`src/rtl/fifo_burst_drain.sv`:
```
// fifo_burst_drain: drains a show-ahead FIFO into an Avalon-MM burst
// write master, on a full burst's worth of data or on an age timeout.
module fifo_burst_drain #(
    parameter int width      = 32,
    parameter int widthu     = 4,
    parameter int burst_max  = 8,
    parameter int addr_width = 30,
    parameter int timeout    = 255
) (
    input  logic                  clk,
    input  logic                  rst_n,
    input  logic                  enable,
    input  logic                  addr_load,
    input  logic [addr_width-1:0] base_address,
    input  logic                  fifo_empty,
    input  logic                  fifo_full,
    input  logic [widthu-1:0]     fifo_usedw,
    input  logic [width-1:0]      fifo_q,
    output logic                  fifo_rdreq,
    output logic [addr_width-1:0] avm_address,
    output logic                  avm_write,
    output logic [width-1:0]      avm_writedata,
    output logic [widthu:0]       avm_burstcount,
    input  logic                  avm_waitrequest,
    output logic                  busy
);

    localparam int age_w = $clog2(timeout + 1);
    localparam logic [widthu:0] burst_lim = burst_max[widthu:0];
    localparam logic [widthu:0] beat_one = 1;
    localparam logic [age_w-1:0] age_lim = timeout[age_w-1:0];
    localparam logic [age_w-1:0] age_one = 1;

    typedef enum logic {IDLE, BURST} state_t;

    state_t                state;
    state_t                state_next;
    logic [widthu:0]       count;
    logic [widthu:0]       burst_len;
    logic [widthu:0]       beats_left;
    logic [age_w-1:0]      age;
    logic [addr_width-1:0] wr_ptr;
    logic [addr_width-1:0] load_addr;
    logic                  load_pend;
    logic                  start;
    logic                  accept;
    logic                  last_beat;

    // Full flag extends usedw, which wraps to 0 when the FIFO is full.
    assign count     = {fifo_full, fifo_usedw};
    assign burst_len = (count >= burst_lim) ? burst_lim : count;

    // fifo_empty stands in for count == 0 in the age/timeout terms.
    assign start = (state == IDLE) && enable &&
                   ((count >= burst_lim) ||
                    (!fifo_empty && age == age_lim));

    assign accept    = avm_write & ~avm_waitrequest;
    assign last_beat = accept && (beats_left == beat_one);

    assign fifo_rdreq    = accept;
    assign avm_address   = wr_ptr;
    assign avm_writedata = fifo_q;

    // State register.
    always_ff @(posedge clk or negedge rst_n) begin
        if (!rst_n) state <= IDLE;
        else        state <= state_next;
    end

    // Next-state: start a burst on trigger, return after the last beat.
    always_comb begin
        state_next = state;
        case (state)
            IDLE:    if (start) state_next = BURST;
            BURST:   if (last_beat) state_next = IDLE;
            default: state_next = IDLE;
        endcase
    end

    // Outputs decoded from the state.
    always_comb begin
        avm_write = 1'b0;
        busy      = 1'b0;
        if (state == BURST) begin
            avm_write = 1'b1;
            busy      = 1'b1;
        end
    end

    // Burst length is frozen at start; beats_left counts accepted beats.
    always_ff @(posedge clk or negedge rst_n) begin
        if (!rst_n) begin
            avm_burstcount <= '0;
            beats_left     <= '0;
        end else if (start) begin
            avm_burstcount <= burst_len;
            beats_left     <= burst_len;
        end else if (accept) begin
            beats_left <= beats_left - beat_one;
        end
    end

    // Age of partial data, saturating at the timeout value.
    always_ff @(posedge clk or negedge rst_n) begin
        if (!rst_n) begin
            age <= '0;
        end else if (state == BURST || start || fifo_empty) begin
            age <= '0;
        end else if (count < burst_lim && age != age_lim) begin
            age <= age + age_one;
        end
    end

    // Write pointer: direct load in IDLE, deferred load during a burst.
    always_ff @(posedge clk or negedge rst_n) begin
        if (!rst_n) begin
            wr_ptr    <= '0;
            load_addr <= '0;
            load_pend <= 1'b0;
        end else if (state == IDLE) begin
            if (addr_load) wr_ptr <= base_address;
        end else if (last_beat) begin
            load_pend <= 1'b0;
            if (addr_load)      wr_ptr <= base_address;
            else if (load_pend) wr_ptr <= load_addr;
            else wr_ptr <= wr_ptr + addr_width'(avm_burstcount);
        end else if (addr_load) begin
            load_pend <= 1'b1;
            load_addr <= base_address;
        end
    end

endmodule
```
`config.mk`:
```
export PLATFORM = sky130hd
export DESIGN_NAME = fifo_burst_drain
export DESIGN_NICKNAME = d
export VERILOG_FILES = /design/src/rtl/fifo_burst_drain.sv
export SDC_FILE = /design/constraint.sdc
export NUM_CORES = 1
export LEC_CHECK = 0
export BUFFER_PORTS_ARGS = -buffer_cell sky130_fd_sc_hd__buf_2
export CAP_MARGIN = 20
export CORE_MARGIN = 5
export CORE_UTILIZATION = 40
export DETAILED_ROUTE_END_ITERATION = 6
export REMOVE_ABC_BUFFERS = 1
export SLEW_MARGIN = 10
export SYNTH_ARGS = -nofsm -noshare
export SYNTH_HDL_FRONTEND = slang
export SYNTH_SLANG_ARGS = --single-unit
```
`constraint.sdc`:
```
create_clock -name clk -period 2.8 [get_ports clk]
set_clock_uncertainty 0.2 [all_clocks]
set_input_delay 0.56 -clock clk [delete_from_list [all_inputs] [get_ports clk]]
set_output_delay 0.56 -clock clk [all_outputs]
set_load 0.02 [all_outputs]
```
; ---- Yosys cells after proc, flatten, opt, wreduce, memory -nomap -nowiden
; Index checks and enable logic that the tools add are counted.
[word_totals]
wordCells = 52
inputBits = 73
regBits = 80
[classes]
magnitude_cmp = 2
n_addsub = 3
reduce_logical = 16
n_mux = 16
bitwise_logic = 4
eq_ne = 4
[ops]
columns = cell, n
row1 = $mux 30, 5
row2 = $add 30x5->30, 1
row3 = $mux 8, 2
row4 = $mux 5, 3
row5 = $add 8x1->8 const B, 1
row6 = $eq 8x8->1 const B, 1
row7 = $ne 8x8->1 const B, 1
row8 = $reduce_bool 2->1, 4
row9 = $eq 5x1->1 const B, 1
row10 = $ge 5x4->1 const B, 1
row11 = $logic_and 1x1->1, 5
row12 = $lt 5x4->1 const B, 1
row13 = $mux 1, 5
row14 = $sub 5x1->5 const B, 1
row15 = $reduce_and 2->1, 2
row16 = $logic_or 1x1->1, 3
row17 = $not 1->1, 3
row18 = $reduce_and 3->1, 1
row19 = $ne 2x1->1 const B, 1
row20 = $pmux 1 s2, 1
row21 = $and 1x1->1, 1
row22 = $logic_not 1->1, 1

; ---- Logic depth before layout (Yosys ltp)
[logic_depth]
ltp_word = 7
mapped_depth = 9
ltp_nobuf = 8

; ---- Worst setup path after synthesis
; OpenSTA, ideal clock, no wires.
[synth_path]
path_type = register to register
from = register wr_ptr[0], in the netlist avm_address[0]
to = register wr_ptr[8], in the netlist avm_address[8]
path_stages_with_launch = 9
setup_ns = 0.126
slack_ns = 0.375
period_less_slack_ns = 2.425
t_arrival_ns = 2.099
cell_sequence = dfrtp_1 -> ha_1 -> fa_1 -> a21oi_1 -> o21ai_1 -> nand2_1 -> xor2_1 -> o21ai_0 -> a221o_1
[synth_via]
elab_chain_cells = 5
[synth_rtl]
columns = element, line_no
row1 = start: declaration, 42  ; logic [addr_width-1:0] wr_ptr;
row2 = start signal: assignment, 122  ; if (addr_load) wr_ptr <= base_address;
row3 = start signal: assignment, 125  ; if (addr_load) wr_ptr <= base_address;
row4 = start signal: assignment, 126  ; else if (load_pend) wr_ptr <= load_addr;
row5 = $add 30x5->30, 127  ; else wr_ptr <= wr_ptr + addr_width'(avm_burstcount);
row6 = $mux 30, 126
row7 = $mux 30, 125
row8 = $mux 30, 123  ; end else if (last_beat) begin
row9 = $mux 30, 121  ; end else if (state == IDLE) begin
; No other way between the ends. The select of a mux whose other input is x is not followed.
; A chain may end at the register's enable or synchronous reset.

; ---- Final worst setup path
; Same ends and word-level chain as after synthesis.

==> impl_metrics.toml <==
[sta]
rsz0062_at_grt = "no"
worst_pin_slew_ps = 572.7
post-route-min-period_ps = 2519
fmax_mhz = 397.0
maxSlewHeadroom_pct = 61.56
drv_slew = 0
period_share_pct = 89.96
fin_ws_ps = 281.2
setup_violations = 0
finalHoldViolations = 0

[worst_setup_path]
r2r_cells = 8
cp-start-kind = "flip-flop"
critPathRequiredTime_ps = 2820
critPathSlowestCell = "fa_1"
crit_arrival_ps = 2540
end_kind = "flip-flop"
cp_max_fo = 6
critPathKind = "reg2reg"
slowest_delay_ps = 410
cp_cell_sequence = "ha_1 -> fa_1 -> a21oi_1 -> o21ai_1 -> nand2_1 -> xor2_1 -> o21ai_0 -> a221o_1"

[clock_network]
insertion_delay_ps = 330
clkSinkCount = 80
clkSlewWorstSetupHoldPaths_ps = 60
cts_buffer_depth = 2
htree_levels = 3
root_buffer = "clkbuf_16"
postCtsSetupRepairBufs = 0
numCtsBuffers = 9
cts_tree = "built"

[synthesis]
synthCells = 493
ys.warnings.count = 0
syn_avg_cell_area_um2 = 9.538
async_reset_ff_share_pct = 100.0
synth_cell_types = 57
synth_edf_count = 0
syn_area_mm2 = 0.004702
synthTopCellsByArea = "dfrtp_1 (43%), mux2_2 (7.2%), buf_4 (5.3%)"
synthFlopType = "dfrtp_1"
ys_seq_area_share_pct = 42.58
ys_seq_elements = 80
synth_top_cell_area_share_pct = 42.58
synth_top_area_cell = "dfrtp_1"

[placement]
port_buffers = 78
dp_hpwl_um = 9402
pre_cts_slack_ps = 256.6
place_area_mm2 = 0.004995
gp_congestion = 0.8165

[global_routing]
antenna_found_initial = 0
grt_pass1_wl_um = 21970
grt_start_max_net_pins = 40
grt_overflow = 0
track_usage_pct = 19.44
first_global_vias = 4090

[floorplanning]
core_area_mm2 = 0.01147
start_util_pct = 41.00
die-width_um = 118.4
die_area_mm2 = 0.01402
rows = 39
ios = 143
die_y_um = 118.4

[cells_and_area]
layout.nets = 623
n_antenna_cell = 0
stdcell_area_mm2 = 0.005260
drive_above_1_share_pct = 26.29
areaGrowthSynthToFinish_pct = 11.87

[drt]
dr.pass1.iters = 5
routed-via-count = 3931
wl_um = 13350
remaining_drc_errors = 0
wl_per_cell_um = 19.44
drt-initial-drc-count = 234
viasPerCell = 5.722
drt.antenna.violating_nets = 0

[power]
power_leakage_nw = 2.298
max-vdd-ir-drop_mv = 0.5416
cellPowerDensity_mw_per_mm2 = 1040

[worst_hold_path]
whs_path_depth = 2
hp-class = "in2reg"

[outcome]
outcome = "complete, no violations"

[flow_run]
max-cap-violations = 0
-- routing by layer --
metal	GRT usage (%)	wire, µm
met2	29.11	6019
met5	1.736	0
met4	3.969	99
met1	25.63	5830
met3	9.456	1403
-- power breakdown --
group | total [mW] | internal [mW] | switching (mW)
clock network | 1.05 | 0.614 | 0.435
registers | 2.07 | 1.64 | 0.436
logic | 2.35 | 0.948 | 1.40
total | 5.47 | 3.20 | 2.28
-- kinds of logic after synthesis --
group                    synth area share (%)
XOR/XNOR                                3.167
adder cells (fa/ha/maj)                 2.555
AO/OA/AOI/OAI                           18.41
buffers and inverters                   9.659
multiplexers                            8.249
flip-flops                              42.58
AND/OR/NAND/NOR                         15.38
-- worst max-delay path, delay by kind of cell, from the launching register on --
| family | cells | cell delay, ps |
|---|---|---|
| compound gates | 4 | 860 |
| fa+ha+maj | 2 | 640 |
| flops | 1 | 390 |
| simple gates | 1 | 170 |
| xor+xnor | 1 | 140 |
-- path summary, 6_finish.rpt --
kind	end	startpoint	slack, ps
hold reg to reg	load_addr[11]	load_addr[11]	300
setup / recovery	avm_address[8]	avm_address[0]	280
max in group asynchronous	load_addr[6]	rst_n	1330
min in group asynchronous	avm_address[20]	rst_n	450
setup reg to reg	avm_address[8]	avm_address[0]	280
hold / removal	load_addr[15]	base_address[15]	270
-- cell usage in the layout (no fill, tap or decap), drive strengths merged, types with 4 or more instances in the layout --
cell type	count
nand2	58
or3	7
inv	10
xnor2	7
nand3	20
o21ai	27
and2	4
xor2	10
nand2b	5
nor2	28
a31oi	16
a211oi	4
buf	92
ha	8
a21oi	45
mux2	30
o211ai	18
mux2i	5
o311ai	5
dfrtp	80
nand4	8
and3	9
clkbuf	13
o221ai	5
-- Yosys cell counts (all sizes together), types with 7 or more instances --
library cell,number
a21oi,45
a31oi,16
and3,9
buf,42
clkbuf,13
dfrtp,80
ha,8
inv,10
mux2,30
nand2,58
nand3,20
nand4,8
nor2,28
o211ai,18
o21ai,27
or3,7
xnor2,7
xor2,10
-- sequential cells by signal, indices dropped and copies added, names as in the netlist --
signal and flops:
age 8, avm_address 30, avm_burstcount 5, beats_left 5, load_addr 30, load_pend 1
state 1
-- metrics by stage --
step / setup TNS, ps / instances / hold slack [ps] / total power, mW / utilization, %
2_1_floorplan: -13540 / 437 / 64.41 / 3.609 / -
3_3_place_gp: 0 / 672 / 264.4 / 4.382 / 43.56
3_5_place_dp: 0 / 672 / 268.1 / 4.461 / 43.56
4_1_cts: 0 / 687 / 258.9 / 5.532 / 45.87
5_1_grt: 0 / 687 / 262.5 / 5.908 / 45.87
6_report: 0 / 687 / 267.3 / 5.473 / 45.87
-- final cells by class --
type                            count  area (µm²)
Fill cell                        1117        6207
Clock inverter                      1       5.005
Tap cell                          143       178.9
Timing Repair Buffer               93       533.0
Inverter                           11       41.29
Multi-Input combinational cell    346        2250
Clock buffer                       13       250.2
Sequential cell                    80        2002
-- timing repair --
action / in CTS / in global routing
resized for setup: 0 / 0
hold buffers: 1 / 0
endpoints found under the hold margin: 18 / 0
Power figures use the tool's default switching activity.
